### src/rtl/rs_branch_pkg.sv
// Shared types for the branch reservation station: issue packet, branch func codes,
// per-entry storage layout and the operand capture helper used by dispatch and wakeup.
package rs_branch_pkg;

    localparam int XLEN            = 32;
    localparam int PRF_LEN         = 6;
    localparam int ROB_LEN         = 5;
    localparam int RS_SIZE_DEFAULT = 4;

    typedef enum logic [2:0] {
        BEQ  = 3'b000,
        BNE  = 3'b001,
        BLT  = 3'b100,
        BGE  = 3'b101,
        BLTU = 3'b110,
        BGEU = 3'b111
    } BR_FUNC;

    typedef struct packed {
        BR_FUNC              func;
        logic [XLEN-1:0]     pc;
        logic [XLEN-1:0]     imm;
        logic [ROB_LEN-1:0]  rob_idx;
        logic [XLEN-1:0]     rs1_val;
        logic [XLEN-1:0]     rs2_val;
    } RS_FU_PACKET;

    typedef struct packed {
        logic [PRF_LEN-1:0]  tag;
        logic                rdy;
        logic [XLEN-1:0]     val;
    } RS_OPERAND;

    typedef struct packed {
        logic                valid;
        BR_FUNC              func;
        logic [XLEN-1:0]     pc;
        logic [XLEN-1:0]     imm;
        logic [ROB_LEN-1:0]  rob_idx;
        RS_OPERAND           rs1;
        RS_OPERAND           rs2;
    } RS_BR_ENTRY;

    // A waiting operand takes the broadcast value when its tag matches; ready ones never change.
    function automatic RS_OPERAND capture_operand(
        input RS_OPERAND          op,
        input logic               cdb_valid,
        input logic [PRF_LEN-1:0] cdb_tag,
        input logic [XLEN-1:0]    cdb_value
    );
        RS_OPERAND res;
        res = op;
        if (!op.rdy && cdb_valid && (op.tag == cdb_tag)) begin
            res.rdy = 1'b1;
            res.val = cdb_value;
        end
        return res;
    endfunction

    function automatic RS_FU_PACKET to_packet(input RS_BR_ENTRY e);
        RS_FU_PACKET p;
        p.func    = e.func;
        p.pc      = e.pc;
        p.imm     = e.imm;
        p.rob_idx = e.rob_idx;
        p.rs1_val = e.rs1.val;
        p.rs2_val = e.rs2.val;
        return p;
    endfunction

endpackage

### src/rtl/rs_branch_if.sv
// Dispatch / CDB / issue bundle for the branch reservation station.
// slave is the station's view, master is the surrounding pipeline's view.
interface rs_branch_if;
    import rs_branch_pkg::*;

    logic                dis_valid;
    logic [2:0]          dis_func;
    logic [XLEN-1:0]     dis_pc;
    logic [XLEN-1:0]     dis_imm;
    logic [ROB_LEN-1:0]  dis_rob_idx;
    logic [PRF_LEN-1:0]  dis_rs1_tag;
    logic [PRF_LEN-1:0]  dis_rs2_tag;
    logic                dis_rs1_rdy;
    logic                dis_rs2_rdy;
    logic [XLEN-1:0]     dis_rs1_val;
    logic [XLEN-1:0]     dis_rs2_val;
    logic                cdb_valid;
    logic [PRF_LEN-1:0]  cdb_tag;
    logic [XLEN-1:0]     cdb_value;
    logic                squash;
    logic                fu_ready;
    logic                rs_full;
    logic                issue_valid;
    RS_FU_PACKET         rs_fu_packet;

    modport master (
        output dis_valid, dis_func, dis_pc, dis_imm, dis_rob_idx,
               dis_rs1_tag, dis_rs2_tag, dis_rs1_rdy, dis_rs2_rdy,
               dis_rs1_val, dis_rs2_val, cdb_valid, cdb_tag, cdb_value,
               squash, fu_ready,
        input  rs_full, issue_valid, rs_fu_packet
    );

    modport slave (
        input  dis_valid, dis_func, dis_pc, dis_imm, dis_rob_idx,
               dis_rs1_tag, dis_rs2_tag, dis_rs1_rdy, dis_rs2_rdy,
               dis_rs1_val, dis_rs2_val, cdb_valid, cdb_tag, cdb_value,
               squash, fu_ready,
        output rs_full, issue_valid, rs_fu_packet
    );
endinterface

### src/rtl/rs_age_select.sv
// Oldest-ready picker: age_matrix[r][c]=1 means entry r is older than entry c.
// An entry wins when it is ready and no ready entry is older than it.
module rs_age_select #(
    parameter int RS_SIZE = 4
) (
    input  logic [RS_SIZE-1:0] age_matrix [RS_SIZE],
    input  logic [RS_SIZE-1:0] ready,
    output logic [RS_SIZE-1:0] grant,
    output logic               any_ready
);

    genvar gi, gj;
    generate
        for (gi = 0; gi < RS_SIZE; gi++) begin : g_grant
            logic [RS_SIZE-1:0] older_col;
            for (gj = 0; gj < RS_SIZE; gj++) begin : g_col
                assign older_col[gj] = age_matrix[gj][gi];
            end
            assign grant[gi] = ready[gi] & ~(|(ready & older_col));
        end
    endgenerate

    assign any_ready = |ready;

endmodule

### src/rtl/rs_branch.sv
// Branch reservation station: buffers dispatched branches, captures operands from the CDB
// and issues the oldest ready entry. Optional perf counters under RS_BRANCH_PERF_CNT_EN.
module rs_branch
    import rs_branch_pkg::*;
#(
    parameter int RS_SIZE = RS_SIZE_DEFAULT
) (
    input  logic        clock,
    input  logic        reset,
    rs_branch_if.slave  bus
`ifdef RS_BRANCH_PERF_CNT_EN
    ,
    output logic [31:0] perf_stall_cnt,
    output logic [31:0] perf_full_cnt
`endif
);

    RS_BR_ENTRY          entries    [RS_SIZE];
    logic [RS_SIZE-1:0]  age_matrix [RS_SIZE];
    logic [RS_SIZE-1:0]  valid_vec;
    logic [RS_SIZE-1:0]  ready_vec;
    logic [RS_SIZE-1:0]  free_vec;
    logic [RS_SIZE-1:0]  free_onehot;
    logic [RS_SIZE-1:0]  grant;
    logic                any_ready;
    logic                rs_full;
    logic                do_dispatch;
    logic                do_issue;
    RS_BR_ENTRY          dis_entry;
    RS_FU_PACKET         issue_pkt;
    RS_OPERAND           dis_rs1;
    RS_OPERAND           dis_rs2;

    assign free_vec    = ~valid_vec;
    // Two's-complement trick isolates the lowest free slot.
    assign free_onehot = free_vec & (~free_vec + RS_SIZE'(1));
    assign rs_full     = &valid_vec;
    assign do_dispatch = bus.dis_valid & ~bus.squash & ~rs_full;
    assign do_issue    = any_ready & bus.fu_ready;

    assign dis_rs1 = capture_operand('{tag: bus.dis_rs1_tag, rdy: bus.dis_rs1_rdy, val: bus.dis_rs1_val},
                                     bus.cdb_valid, bus.cdb_tag, bus.cdb_value);
    assign dis_rs2 = capture_operand('{tag: bus.dis_rs2_tag, rdy: bus.dis_rs2_rdy, val: bus.dis_rs2_val},
                                     bus.cdb_valid, bus.cdb_tag, bus.cdb_value);

    always_comb begin
        dis_entry         = '0;
        dis_entry.valid   = 1'b1;
        dis_entry.func    = BR_FUNC'(bus.dis_func);
        dis_entry.pc      = bus.dis_pc;
        dis_entry.imm     = bus.dis_imm;
        dis_entry.rob_idx = bus.dis_rob_idx;
        dis_entry.rs1     = dis_rs1;
        dis_entry.rs2     = dis_rs2;
    end

    genvar gi;
    generate
        for (gi = 0; gi < RS_SIZE; gi++) begin : g_entry
            RS_BR_ENTRY         entry_reg;
            logic [RS_SIZE-1:0] age_row_reg;

            // A new entry clears its own row (older than nothing); every other row marks
            // itself older than it. Bits held by invalid rows are never consulted.
            always_ff @(posedge clock or negedge reset) begin
                if (!reset) begin
                    entry_reg   <= '0;
                    age_row_reg <= '0;
                end else if (bus.squash) begin
                    entry_reg.valid <= 1'b0;
                    age_row_reg     <= '0;
                end else if (do_dispatch && free_onehot[gi]) begin
                    entry_reg   <= dis_entry;
                    age_row_reg <= '0;
                end else begin
                    if (do_issue && grant[gi]) begin
                        entry_reg.valid <= 1'b0;
                    end
                    entry_reg.rs1 <= capture_operand(entry_reg.rs1, bus.cdb_valid, bus.cdb_tag, bus.cdb_value);
                    entry_reg.rs2 <= capture_operand(entry_reg.rs2, bus.cdb_valid, bus.cdb_tag, bus.cdb_value);
                    if (do_dispatch) begin
                        age_row_reg <= age_row_reg | free_onehot;
                    end
                end
            end

            assign entries[gi]    = entry_reg;
            assign age_matrix[gi] = age_row_reg;
            assign valid_vec[gi]  = entry_reg.valid;
            assign ready_vec[gi]  = entry_reg.valid & entry_reg.rs1.rdy & entry_reg.rs2.rdy;
        end
    endgenerate

    rs_age_select #(
        .RS_SIZE (RS_SIZE)
    ) u_age_select (
        .age_matrix (age_matrix),
        .ready      (ready_vec),
        .grant      (grant),
        .any_ready  (any_ready)
    );

    // Grant is one-hot or zero, so the packet reads as all-zero when nothing is ready.
    always_comb begin
        issue_pkt = '0;
        for (int i = 0; i < RS_SIZE; i++) begin
            if (grant[i]) begin
                issue_pkt = to_packet(entries[i]);
            end
        end
    end

    assign bus.issue_valid  = any_ready;
    assign bus.rs_fu_packet = issue_pkt;
    assign bus.rs_full      = rs_full;

`ifdef RS_BRANCH_PERF_CNT_EN
    always_ff @(posedge clock or negedge reset) begin
        if (!reset) begin
            perf_stall_cnt <= '0;
            perf_full_cnt  <= '0;
        end else begin
            if (any_ready && !bus.fu_ready) begin
                perf_stall_cnt <= perf_stall_cnt + 32'd1;
            end
            if (rs_full) begin
                perf_full_cnt <= perf_full_cnt + 32'd1;
            end
        end
    end
`endif

endmodule

### src/flat_wrapper.sv
// flat-port wrapper written by rule: the top's interface ports become plain ports
module rs_branch_flat import rs_branch_pkg::*;
#(
    parameter int RS_SIZE = RS_SIZE_DEFAULT
)
  (clock, reset, bus_dis_valid, bus_dis_func, bus_dis_pc, bus_dis_imm, bus_dis_rob_idx, bus_dis_rs1_tag, bus_dis_rs2_tag, bus_dis_rs1_rdy, bus_dis_rs2_rdy, bus_dis_rs1_val, bus_dis_rs2_val, bus_cdb_valid, bus_cdb_tag, bus_cdb_value, bus_squash, bus_fu_ready, bus_rs_full, bus_issue_valid, bus_rs_fu_packet);
  rs_branch_if bus_i ();
  input  logic clock;
  input  logic reset;
  input wire logic [$bits(bus_i.dis_valid)-1:0] bus_dis_valid;
  input wire logic [$bits(bus_i.dis_func)-1:0] bus_dis_func;
  input wire logic [$bits(bus_i.dis_pc)-1:0] bus_dis_pc;
  input wire logic [$bits(bus_i.dis_imm)-1:0] bus_dis_imm;
  input wire logic [$bits(bus_i.dis_rob_idx)-1:0] bus_dis_rob_idx;
  input wire logic [$bits(bus_i.dis_rs1_tag)-1:0] bus_dis_rs1_tag;
  input wire logic [$bits(bus_i.dis_rs2_tag)-1:0] bus_dis_rs2_tag;
  input wire logic [$bits(bus_i.dis_rs1_rdy)-1:0] bus_dis_rs1_rdy;
  input wire logic [$bits(bus_i.dis_rs2_rdy)-1:0] bus_dis_rs2_rdy;
  input wire logic [$bits(bus_i.dis_rs1_val)-1:0] bus_dis_rs1_val;
  input wire logic [$bits(bus_i.dis_rs2_val)-1:0] bus_dis_rs2_val;
  input wire logic [$bits(bus_i.cdb_valid)-1:0] bus_cdb_valid;
  input wire logic [$bits(bus_i.cdb_tag)-1:0] bus_cdb_tag;
  input wire logic [$bits(bus_i.cdb_value)-1:0] bus_cdb_value;
  input wire logic [$bits(bus_i.squash)-1:0] bus_squash;
  input wire logic [$bits(bus_i.fu_ready)-1:0] bus_fu_ready;
  output wire logic [$bits(bus_i.rs_full)-1:0] bus_rs_full;
  output wire logic [$bits(bus_i.issue_valid)-1:0] bus_issue_valid;
  output wire logic [$bits(bus_i.rs_fu_packet)-1:0] bus_rs_fu_packet;
  assign bus_i.dis_valid = bus_dis_valid;
  assign bus_i.dis_func = bus_dis_func;
  assign bus_i.dis_pc = bus_dis_pc;
  assign bus_i.dis_imm = bus_dis_imm;
  assign bus_i.dis_rob_idx = bus_dis_rob_idx;
  assign bus_i.dis_rs1_tag = bus_dis_rs1_tag;
  assign bus_i.dis_rs2_tag = bus_dis_rs2_tag;
  assign bus_i.dis_rs1_rdy = bus_dis_rs1_rdy;
  assign bus_i.dis_rs2_rdy = bus_dis_rs2_rdy;
  assign bus_i.dis_rs1_val = bus_dis_rs1_val;
  assign bus_i.dis_rs2_val = bus_dis_rs2_val;
  assign bus_i.cdb_valid = bus_cdb_valid;
  assign bus_i.cdb_tag = bus_cdb_tag;
  assign bus_i.cdb_value = bus_cdb_value;
  assign bus_i.squash = bus_squash;
  assign bus_i.fu_ready = bus_fu_ready;
  assign bus_rs_full = bus_i.rs_full;
  assign bus_issue_valid = bus_i.issue_valid;
  assign bus_rs_fu_packet = bus_i.rs_fu_packet;
  rs_branch #(.RS_SIZE(RS_SIZE)) u_core (.clock(clock), .reset(reset), .bus(bus_i));
endmodule
### config.mk
export PLATFORM = sky130hd
export DESIGN_NAME = rs_branch_flat
export DESIGN_NICKNAME = d
export VERILOG_FILES = /design/src/rtl/rs_branch_pkg.sv /design/src/rtl/rs_branch_if.sv /design/src/rtl/rs_age_select.sv /design/src/rtl/rs_branch.sv /design/src/flat_wrapper.sv
export SDC_FILE = /design/constraint.sdc
export NUM_CORES = 2
export LEC_CHECK = 0
export ABC_CLOCK_PERIOD_IN_PS = 4600
export CAP_MARGIN = 10
export CORE_MARGIN = 2
export CORE_UTILIZATION = 63
export CTS_BUF_LIST = sky130_fd_sc_hd__clkbuf_8
export DETAILED_ROUTE_END_ITERATION = 12
export PLACE_DENSITY = 0.88
export SLEW_MARGIN = 15
export SYNTH_ARGS = -nofsm -noshare
export SYNTH_HDL_FRONTEND = slang
export SYNTH_SLANG_ARGS = --single-unit
### constraint.sdc
create_clock -name clock -period 4.6 [get_ports clock]
set_clock_uncertainty 0.2 [all_clocks]
set_input_delay 0.92 -clock clock [delete_from_list [all_inputs] [get_ports clock]]
set_output_delay 0.92 -clock clock [all_outputs]
set_load 0.02 [all_outputs]
==> out/results.ini <==
[die]
rows = 77
core_area_mm2 = 0.0444
dieArea_mm2 = 0.0470
die_x_um = 217
io_pins = 332
fp.dieH_um = 217
start_util_pct = 64.2

[final_layout]
fillers = 2733
drive_above_1_share_pct = 8.30
final_nets = 3580
largest_reg_flops = 604
area.growth.synth_to_final_pct = 22.2

[clock_tree]
cts.sinks = 620
cts_tree = yes
cts_buffers = 98
clkSlewWorstSetupHoldPaths_ps = 60
insertion_delay_ps = 690
cts-root-buf = clkbuf_8
cts-htree-levels = 3
clockBufferDepth = 3

[detailed_routing]
drtIter0Drc = 4778
wire_per_inst_um = 24.1
drt-total-wl_um = 97800
avgViaCountPerCell = 6.74
ant_nets = 0
drt_pass1_iterations = 13
vias = 27400
drcViolationCount = 3

[timing]
max_freq_mhz = 218
fin_ws_ps = 7.45
hold_viol = 0
finalCritPeriodShare_pct = 99.8
hold_ws_ps = 58.6
fin_crit_ps = 4590
slew_headroom_pct = 36.4
slew_violations = 0
tightest_slew_ps = 953
setup_viol = 0

[flow_run]
maxCapViolCount = 0

[place]
gp_congestion = 0.937
dp_hpwl_um = 57000
port-buffer-count = 331
dp_slack_ps = 494

[hold_path]
hold_path_class = in -> async

[yosys]
synthCells = 3112
ys_seq_area_share_pct = 54.4
ys.flop_type = dfrtp_1
synth_edf_count = 0
synth_top_family_by_area = compound AO/OA/AOI/OAI gates
yosys.area.top_type = dfrtp_1
synth_compound_area_share_pct = 19.5
synthDistinctLibCells = 46
yosysWarnings = 0
netlist.area_leader.share_pct = 54.4
synth-simple-area-share_pct = 17.4
synthArstFlopShare_pct = 100
synth-xor-area-share_pct = 1.84
syn_avg_cell_area_um2 = 9.17
synth-seq-cells = 620
synth_area_mm2 = 0.0285
synthMuxAreaShare_pct = 0.224
synth_fp_nets = 3306
ys_top_cells_by_area = dfrtp_1, nand2_1, a222oi_1, a221oi_1, inv_1
synth_adder_area_share_pct = 0

[worst_setup_path]
worst_setup_path_end_kind = primary output
r2r_slack_ps = 1700
worst_path_most_repeated_cell = buf_12
r2r_cells = 4
worstPathRequired_ps = 3480
crit_arrival_ps = 3470
crit_fanout = 25
crit_type = reg -> out
r2r-end = u_core.entries[321]
cpPeakStageDelay_ps = 630
worst_setup_path_start_kind = register
cp_slowest_cell = clkdlybuf4s50_1
timing.rr.start = u_core.entries[603]
worstPathCellList = and4b_1 > o2111ai_4 > buf_4 > nand2b_4 > buf_12 > buf_12 > o22ai_1 > nor2_1 > clkdlybuf4s50_1

[global_route]
grt_overflow = 0
grt_max_degree = 89
grt_usage_pct = 41.3
grt_pass1_wl_um = 152000
antenna_found_initial = 15
first_global_vias = 28200

[power]
p_per_area_mw_per_mm2 = 447
vdd_drop_max_mv = 0.332
power.leakage_nw = 17.1
report.power.total_mw = 15.6

[run_status]
status = finished, violations left
violations = DRC

==> stage by stage <==
stage	util, %	instances	TNS (ps)	cell area [um2]
after floorplan	-	3112	0	28500
after global placement	73.0	3866	0	32400
after detailed placement	73.0	3866	0	32400
after CTS	78.3	4057	0	34800
after global routing	78.5	4066	-17.6	34900
final	78.5	4067	0	34900
==> layout by cell type (no fill, tap or decap), drive strengths merged, types with 6 or more instances in the layout <==
| master | count |
|---|---|
| nand2 | 1027 |
| dfrtp | 620 |
| clkdlybuf4s50 | 324 |
| inv | 252 |
| nor2 | 164 |
| a221oi | 136 |
| o22ai | 136 |
| clkbuf | 129 |
| a222oi | 128 |
| o21a | 98 |
| o22a | 96 |
| buf | 81 |
| xnor2 | 54 |
| a21oi | 40 |
| o32ai | 32 |
| o21ai | 25 |
| nand4 | 23 |
| clkinv | 20 |
| nor3 | 10 |
| nand3 | 8 |
| bufinv | 8 |
| diode | 6 |
| nor2b | 6 |
| xor2 | 6 |
| dlymetal6s2s | 6 |
==> what timing repair did <==
action	4_1_cts	5_1_grt
buffers inserted	5	4
gates resized for setup	7	13
setup endpoints to repair	118	61
gates cloned	3	0
pin swaps	4	0
hold buffers	0	0
==> cell families after synthesis <==
family / count (synthesis)
AOI/OAI and AO/OA: 695
muxes: 5
buffers and inverters: 468
xor gates and xnor gates: 60
and+or+nand+nor: 1264
DFF: 620
==> metal layers <==
| layer | up-vias | track usage, % | wire length [um] |
|---|---|---|---|
| li1 | 11300 | - | - |
| met1 | 13200 | 51.2 | 34100 |
| met2 | 2335 | 64.3 | 44200 |
| met3 | 523 | 12.3 | 13600 |
| met4 | 16 | 24.7 | 5720 |
| met5 | - | 0 | 110 |
==> Yosys cell counts, types with 19 or more instances <==
library cell  instances
a21oi_1              40
a221oi_1            136
a222oi_1            128
buf_2                51
clkbuf_1            167
dfrtp_1             620
inv_1               228
nand2_1            1026
nand4_1              23
nor2_1              163
o21a_1               98
o21ai_0              19
o22a_1               96
o22ai_1             136
o32ai_1              32
xnor2_1              54
==> worst max path at each step <==
stage	from	to	slack, ps	cells past startpoint
2_1_floorplan	u_core.entries[373]	bus_rs_fu_packet[100]	1550	8
3_3_place_gp	u_core.entries[603]	bus_rs_fu_packet[5]	590	6
3_5_place_dp	u_core.entries[603]	bus_rs_fu_packet[5]	490	6
4_1_cts	u_core.entries[301]	bus_rs_fu_packet[34]	3	7
5_1_grt	u_core.entries[71]	bus_rs_fu_packet[29]	-7	9
6_report	u_core.entries[71]	bus_rs_fu_packet[29]	7	9
==> cell type report <==
class / instances / area, um2 / share of cell area [%]
diodes: 6 / 15.0 / 0.0431
clock buffers: 129 / 1780 / 5.09
clock inverters: 54 / 445 / 1.28
inverters: 228 / 856 / 2.45
multi-input cells: 2026 / 11300 / 32.4
flip-flops and latches: 620 / 15500 / 44.5
well taps: 592 / 741 / 2.12
repair buffers: 412 / 4210 / 12.1
==> critical path, delay by kind of cell, from the launching register on <==
family          cells  cell delay (ps)
buf+inv             4             1270
simple gates        3              680
flops               1              500
compound gates      2              290
==> power breakdown <==
part,switching [mW],internal [mW]
combinational,1.50,1.29
clock,2.28,2.96
sequential,0.835,6.72
No activity file was read; power rests on OpenSTA's default activity.
